$ cat src/rtl/bus_arbiter_rr_if.sv
// Request/grant bundle between the two bus masters, the slave response path and
// the round-robin arbiter. The arbiter connects through the slave modport; the
// requesting side (masters, slave response, or a bench) uses the master modport.
interface bus_arbiter_rr_if #(
  parameter int unsigned LEN_W = 3
);
  logic             busreq_1;
  logic             busreq_2;
  logic             lock_1;
  logic             lock_2;
  logic [LEN_W-1:0] len_1;
  logic [LEN_W-1:0] len_2;
  logic             ready;
  logic [1:0]       response;
  logic             split_clr_1;
  logic             split_clr_2;
  logic             grant_1;
  logic             grant_2;
  logic             master_sel;
  logic             busy;
  logic             error;
  logic             timeout;
  logic             split_pend_1;
  logic             split_pend_2;

  modport master (
    output busreq_1, busreq_2, lock_1, lock_2, len_1, len_2,
    output ready, response, split_clr_1, split_clr_2,
    input  grant_1, grant_2, master_sel, busy, error, timeout,
    input  split_pend_1, split_pend_2
  );

  modport slave (
    input  busreq_1, busreq_2, lock_1, lock_2, len_1, len_2,
    input  ready, response, split_clr_1, split_clr_2,
    output grant_1, grant_2, master_sel, busy, error, timeout,
    output split_pend_1, split_pend_2
  );
endinterface

$ cat src/rtl/bus_arbiter_rr.sv
// Round-robin arbiter and tenure sequencer for the two-master / two-slave bus.
// Grants one master at a time, counts burst beats and wait states, handles
// OKAY/ERROR/RETRY/SPLIT responses and forces a recovery cycle on error/timeout.
module bus_arbiter_rr #(
  parameter int unsigned LEN_W   = 3,
  parameter int unsigned TIMEOUT = 16,
  parameter int unsigned TO_W    = 5
) (
  input  logic            clk,
  input  logic            rst,
  bus_arbiter_rr_if.slave bus
);

  localparam logic [1:0] RespOkay  = 2'b00;
  localparam logic [1:0] RespError = 2'b01;
  localparam logic [1:0] RespRetry = 2'b10;
  localparam logic [1:0] RespSplit = 2'b11;

  typedef enum logic [1:0] {StIdle, StAddr, StData, StRecover} state_e;

  state_e            state_q;
  logic              grant_1_q, grant_2_q;
  logic              sel_q;
  logic              busy_q;
  logic              error_q, timeout_q;
  logic              split_pend_1_q, split_pend_2_q;
  logic [LEN_W-1:0]  beat_cnt_q;
  logic [TO_W-1:0]   wait_cnt_q;
  // Last granted master: 0 = master 1, 1 = master 2.
  logic              rr_q;

  logic              elig_1, elig_2, pick_1;
  logic              owner_req, owner_lock;
  logic [LEN_W-1:0]  owner_len;
  logic              wait_expired;

  // Arbitration and owner-side request decode.
  always_comb begin
    elig_1       = bus.busreq_1 & ~split_pend_1_q;
    elig_2       = bus.busreq_2 & ~split_pend_2_q;
    // On a tie the master other than the last winner goes first.
    pick_1       = elig_1 & (~elig_2 | rr_q);
    owner_req    = sel_q ? bus.busreq_2 : bus.busreq_1;
    owner_lock   = sel_q ? bus.lock_2   : bus.lock_1;
    owner_len    = sel_q ? bus.len_2    : bus.len_1;
    wait_expired = (wait_cnt_q == TO_W'(TIMEOUT - 1));
  end

  // Tenure sequencer with registered outputs.
  always_ff @(posedge clk) begin
    if (!rst) begin
      state_q        <= StIdle;
      grant_1_q      <= 1'b0;
      grant_2_q      <= 1'b0;
      sel_q          <= 1'b0;
      busy_q         <= 1'b0;
      error_q        <= 1'b0;
      timeout_q      <= 1'b0;
      split_pend_1_q <= 1'b0;
      split_pend_2_q <= 1'b0;
      beat_cnt_q     <= '0;
      wait_cnt_q     <= '0;
      rr_q           <= 1'b1;
    end else begin
      error_q   <= 1'b0;
      timeout_q <= 1'b0;
      // Clears go first so a split set later in this block wins.
      if (bus.split_clr_1) split_pend_1_q <= 1'b0;
      if (bus.split_clr_2) split_pend_2_q <= 1'b0;

      unique case (state_q)
        StIdle: begin
          if (elig_1 || elig_2) begin
            grant_1_q  <= pick_1;
            grant_2_q  <= ~pick_1;
            sel_q      <= ~pick_1;
            rr_q       <= ~pick_1;
            beat_cnt_q <= pick_1 ? bus.len_1 : bus.len_2;
            busy_q     <= 1'b1;
            state_q    <= StAddr;
          end
        end

        StAddr: begin
          wait_cnt_q <= '0;
          state_q    <= StData;
        end

        StData: begin
          unique case (bus.response)
            RespError: begin
              error_q   <= 1'b1;
              grant_1_q <= 1'b0;
              grant_2_q <= 1'b0;
              state_q   <= StRecover;
            end
            RespRetry: begin
              grant_1_q <= 1'b0;
              grant_2_q <= 1'b0;
              busy_q    <= 1'b0;
              state_q   <= StIdle;
            end
            RespSplit: begin
              if (sel_q) split_pend_2_q <= 1'b1;
              else       split_pend_1_q <= 1'b1;
              grant_1_q <= 1'b0;
              grant_2_q <= 1'b0;
              busy_q    <= 1'b0;
              state_q   <= StIdle;
            end
            RespOkay: begin
              if (!bus.ready) begin
                wait_cnt_q <= wait_cnt_q + TO_W'(1);
                if (wait_expired) begin
                  timeout_q <= 1'b1;
                  grant_1_q <= 1'b0;
                  grant_2_q <= 1'b0;
                  state_q   <= StRecover;
                end
              end else if (beat_cnt_q != '0) begin
                beat_cnt_q <= beat_cnt_q - LEN_W'(1);
                wait_cnt_q <= '0;
              end else if (owner_lock && owner_req) begin
                // Locked back-to-back tenure: grant stays high.
                beat_cnt_q <= owner_len;
                state_q    <= StAddr;
              end else begin
                grant_1_q <= 1'b0;
                grant_2_q <= 1'b0;
                busy_q    <= 1'b0;
                state_q   <= StIdle;
              end
            end
            default: ;
          endcase
        end

        StRecover: begin
          grant_1_q <= 1'b0;
          grant_2_q <= 1'b0;
          busy_q    <= 1'b0;
          state_q   <= StIdle;
        end

        default: state_q <= StIdle;
      endcase
    end
  end

  assign bus.grant_1      = grant_1_q;
  assign bus.grant_2      = grant_2_q;
  assign bus.master_sel   = sel_q;
  assign bus.busy         = busy_q;
  assign bus.error        = error_q;
  assign bus.timeout      = timeout_q;
  assign bus.split_pend_1 = split_pend_1_q;
  assign bus.split_pend_2 = split_pend_2_q;

endmodule

$ cat src/flat_wrapper.sv
// flat-port wrapper written by rule: the top's interface ports become plain ports
module bus_arbiter_rr_flat 
#(
  parameter int unsigned LEN_W   = 3,
  parameter int unsigned TIMEOUT = 16,
  parameter int unsigned TO_W    = 5
)
  (clk, rst, bus_busreq_1, bus_busreq_2, bus_lock_1, bus_lock_2, bus_len_1, bus_len_2, bus_ready, bus_response, bus_split_clr_1, bus_split_clr_2, bus_grant_1, bus_grant_2, bus_master_sel, bus_busy, bus_error, bus_timeout, bus_split_pend_1, bus_split_pend_2);
  bus_arbiter_rr_if #(.LEN_W(LEN_W)) bus_i ();
  input  logic clk;
  input  logic rst;
  input wire logic [$bits(bus_i.busreq_1)-1:0] bus_busreq_1;
  input wire logic [$bits(bus_i.busreq_2)-1:0] bus_busreq_2;
  input wire logic [$bits(bus_i.lock_1)-1:0] bus_lock_1;
  input wire logic [$bits(bus_i.lock_2)-1:0] bus_lock_2;
  input wire logic [$bits(bus_i.len_1)-1:0] bus_len_1;
  input wire logic [$bits(bus_i.len_2)-1:0] bus_len_2;
  input wire logic [$bits(bus_i.ready)-1:0] bus_ready;
  input wire logic [$bits(bus_i.response)-1:0] bus_response;
  input wire logic [$bits(bus_i.split_clr_1)-1:0] bus_split_clr_1;
  input wire logic [$bits(bus_i.split_clr_2)-1:0] bus_split_clr_2;
  output wire logic [$bits(bus_i.grant_1)-1:0] bus_grant_1;
  output wire logic [$bits(bus_i.grant_2)-1:0] bus_grant_2;
  output wire logic [$bits(bus_i.master_sel)-1:0] bus_master_sel;
  output wire logic [$bits(bus_i.busy)-1:0] bus_busy;
  output wire logic [$bits(bus_i.error)-1:0] bus_error;
  output wire logic [$bits(bus_i.timeout)-1:0] bus_timeout;
  output wire logic [$bits(bus_i.split_pend_1)-1:0] bus_split_pend_1;
  output wire logic [$bits(bus_i.split_pend_2)-1:0] bus_split_pend_2;
  assign bus_i.busreq_1 = bus_busreq_1;
  assign bus_i.busreq_2 = bus_busreq_2;
  assign bus_i.lock_1 = bus_lock_1;
  assign bus_i.lock_2 = bus_lock_2;
  assign bus_i.len_1 = bus_len_1;
  assign bus_i.len_2 = bus_len_2;
  assign bus_i.ready = bus_ready;
  assign bus_i.response = bus_response;
  assign bus_i.split_clr_1 = bus_split_clr_1;
  assign bus_i.split_clr_2 = bus_split_clr_2;
  assign bus_grant_1 = bus_i.grant_1;
  assign bus_grant_2 = bus_i.grant_2;
  assign bus_master_sel = bus_i.master_sel;
  assign bus_busy = bus_i.busy;
  assign bus_error = bus_i.error;
  assign bus_timeout = bus_i.timeout;
  assign bus_split_pend_1 = bus_i.split_pend_1;
  assign bus_split_pend_2 = bus_i.split_pend_2;
  bus_arbiter_rr #(.LEN_W(LEN_W), .TIMEOUT(TIMEOUT), .TO_W(TO_W)) u_core (.clk(clk), .rst(rst), .bus(bus_i));
endmodule
$ cat config.mk
export PLATFORM = sky130hd
export DESIGN_NAME = bus_arbiter_rr_flat
export DESIGN_NICKNAME = d
export VERILOG_FILES = /design/src/rtl/bus_arbiter_rr_if.sv /design/src/rtl/bus_arbiter_rr.sv /design/src/flat_wrapper.sv
export SDC_FILE = /design/constraint.sdc
export NUM_CORES = 1
export LEC_CHECK = 0
export ABC_AREA = 1
export BUFFER_PORTS_ARGS = -buffer_cell sky130_fd_sc_hd__clkbuf_2
export CAP_MARGIN = 20
export CORE_UTILIZATION = 48
export DETAILED_ROUTE_END_ITERATION = 7
export PLACE_DENSITY_LB_ADDON = 0.08
export SKIP_CTS_REPAIR_TIMING = 1
export SLEW_MARGIN = 20
export SYNTH_ARGS = -nofsm -noshare
export SYNTH_HDL_FRONTEND = slang
export SYNTH_SLANG_ARGS = --single-unit
$ cat constraint.sdc
create_clock -name clk -period 1.5 [get_ports clk]
set_clock_uncertainty 0.2 [all_clocks]
set_input_delay 0.3 -clock clk [delete_from_list [all_inputs] [get_ports clk]]
set_output_delay 0.3 -clock clk [all_outputs]
set_load 0.03 [all_outputs]
==> impl_metrics.ini <==
[floorplan]
initial_utilization_pct = 52.5
design.portCount = 25
die_area_sq_mm = 0.00271
core-area_sq_mm = 0.00230
rows = 17
die_x_um = 52.1
die-height_um = 52.1

[sta]
fmax_mhz = 577
final-setup-viol-count = 12
final-hold-violation-count = 0
final.setup.worst_slack_ps = -233
relSlewSlack_pct = 80.5
worst_pin_slew_ps = 293
rsz0062_at_grt = true
min_period_ps = 1730
fin_crit_sh_pct = 116
slew_viol_final = 0
setup-tns-final_ps = -1430

[cts]
clk_path_buf_depth = 2
h-tree-depth = 1
clk_latency_ps = 290
clk_pin_slew_worst_paths_ps = 110
clock-sinks = 19
cts.root.buffer_cell = clkbuf_4
cts_made_buffers = 3
cts_tree = yes

[global_route]
grt_pass1_wl_um = 4660
use_met1_pct = 28.7
grtUsageMet3_pct = 3.80
antenna_found_initial = 0
track_usage_pct = 23.4
overflow = 0
grt_use_met2_pct = 40.2
grt_pass1_vias = 1172
grt_max_degree = 12
busiest_layer = met2

[logic_synthesis]
ys_warn_count = 0
netlist_instances = 200
ys_seq_area_share_pct = 31.6
ys_types = 21
ys_ff_latch = 19
synth_area_sq_mm = 0.00120
synth-main-ff-cell = dfxtp_1
synth-edff-count = 0
synth-async-reset-ratio_pct = 0
synth_fp_nets = 221
syn_area_per_cell_sq_um = 6.02

[drt]
dr.first_iter.drc_count = 35
ant_nets = 0
avgRoutedWirePerCell_um = 11.3
dr.pass1.iters = 5
drc_errors = 0
vias = 1394
routed_wirelength_um = 3120
vias_per_cell = 5.05

[finish]
final_common_cell = nand2_1
reg.largest.list = u_core.wait_cnt_q x5, u_core.beat_cnt_q x3, u_core.state_q x2
instances_no_fill = 276
layout_common_cells = nand2_1, nor2_1, inv_1
fillers = 210
diodes = 0
regMostFlops = u_core.wait_cnt_q
nNetsFinal = 270
layout-drive-gt1-share_pct = 41.1
largest_register_ffs = 5
syn2layout_area_growth_pct = 40.8

[run_status]
outcome = finished with violations
violations = negative setup slack

[critical_path]
path_class = reg2reg
worstReg2RegEnd = u_core.bus.grant_2
critPathLaunch = u_core.wait_cnt_q[0]
ff2ff_path_depth = 11
crit_fanout = 4
cp-end-kind = flop
r2r-start = u_core.wait_cnt_q[0]
cp_data_required_time_ps = 1510
start_kind = flop
r2r_setup_slack_ps = -230
critPathArrivalTime_ps = 1740
cp-endpoint = u_core.bus.grant_2

[place]
globalplace.congestion = 0.854
post-place-ws_ps = -223
placement.io_buffers = 24
dp_cells = 267
dp_hpwl_um = 2340

[min_path]
hp-class = in2reg

[pwr]
p_leak_nw = 0.865
p_per_area_mw_per_mm2 = 1070
ir_drop_mv = 0.834

[flow_run]
cap_viol_max_count = 0
==> worst max-delay path, stage by stage, from the launching register on <==
cell and delay [ps]:
dfxtp_2 380, ha_4 130, inv_2 30, nor3_2 150
ha_2 220, nor2_2 30, nand2_1 80, nand2_2 70
nor2_4 150, nand3_2 90, nand2_1 60, nor2_1 50
==> cells in the mapped netlist, types with 3 or more instances <==
cell / count / share of area, %
nor2_1: 31 / 9.7
nand2_1: 54 / 17
o21ai_0: 5 / 2.1
ha_1: 4 / 4.2
dfxtp_1: 19 / 32
a21oi_1: 6 / 2.5
nor3_1: 3 / 1.2
inv_1: 30 / 9.3
nor2_2: 4 / 2.1
nand3_1: 30 / 12
==> power breakdown <==
part / total [mW] / switching, mW / leakage (nW) / internal (mW)
Combinational: 0.904 / 0.525 / 0.688 / 0.379
Clock: 0.263 / 0.164 / 0.0177 / 0.0993
Sequential: 0.656 / 0.0691 / 0.159 / 0.587
Total: 1.82 / 0.759 / 0.865 / 1.07
==> worst min-delay path by stage <==
stage / cells past startpoint / slack [ps] / endpoint / from
after floorplan: 2 / 240 / u_core.rr_q / u_core.rr_q
after global placement: 2 / 260 / u_core.rr_q / u_core.rr_q
after detailed placement: 2 / 270 / u_core.rr_q / u_core.rr_q
after CTS: 3 / 50 / u_core.bus.split_pend_1 / bus_split_clr_1
after global routing: 3 / 50 / u_core.bus.split_pend_1 / bus_split_clr_1
final: 3 / 60 / u_core.bus.split_pend_2 / bus_split_clr_2
==> routing by layer <==
metal,part of all wire [%],wire length [um],up-vias
li1,-,-,722
met1,46,1440,631
met2,49,1520,37
met3,4.4,136,4
met4,0.80,25,0
met5,0,0,-
==> logic make-up after synthesis <==
kind of cell             synth area share [%]
AO/OA/AOI/OAI                            5.82
adder cells (fa/ha/maj)                  4.15
flip-flops                               31.6
buffers and inverters                    10.3
AND/OR/NAND/NOR                          48.2
==> area by class of cell <==
cell class / instances / area [sq um] / share of cell area, %
sequential: 19 / 392 / 23.1
tap: 28 / 35.0 / 2.06
clock buffer: 3 / 22.5 / 1.33
multi-input combinational: 148 / 835 / 49.2
inverter: 32 / 123 / 7.23
timing repair buffer: 45 / 285 / 16.8
clock inverter: 1 / 5.00 / 0.295
==> per-stage QoR <==
step / util (%) / instance area (sq um) / power [mW] / hold slack [ps]
final: 73.9 / 1700 / 1.82 / 55.5
after detailed placement: 65.3 / 1500 / 1.38 / 266
after global placement: 65.3 / 1500 / 1.35 / 261
after global routing: 73.9 / 1700 / 1.95 / 48.5
after floorplan: - / 1230 / 1.13 / 243
after CTS: 66.5 / 1530 / 1.65 / 46.6
Power figures use the tool's default switching activity.
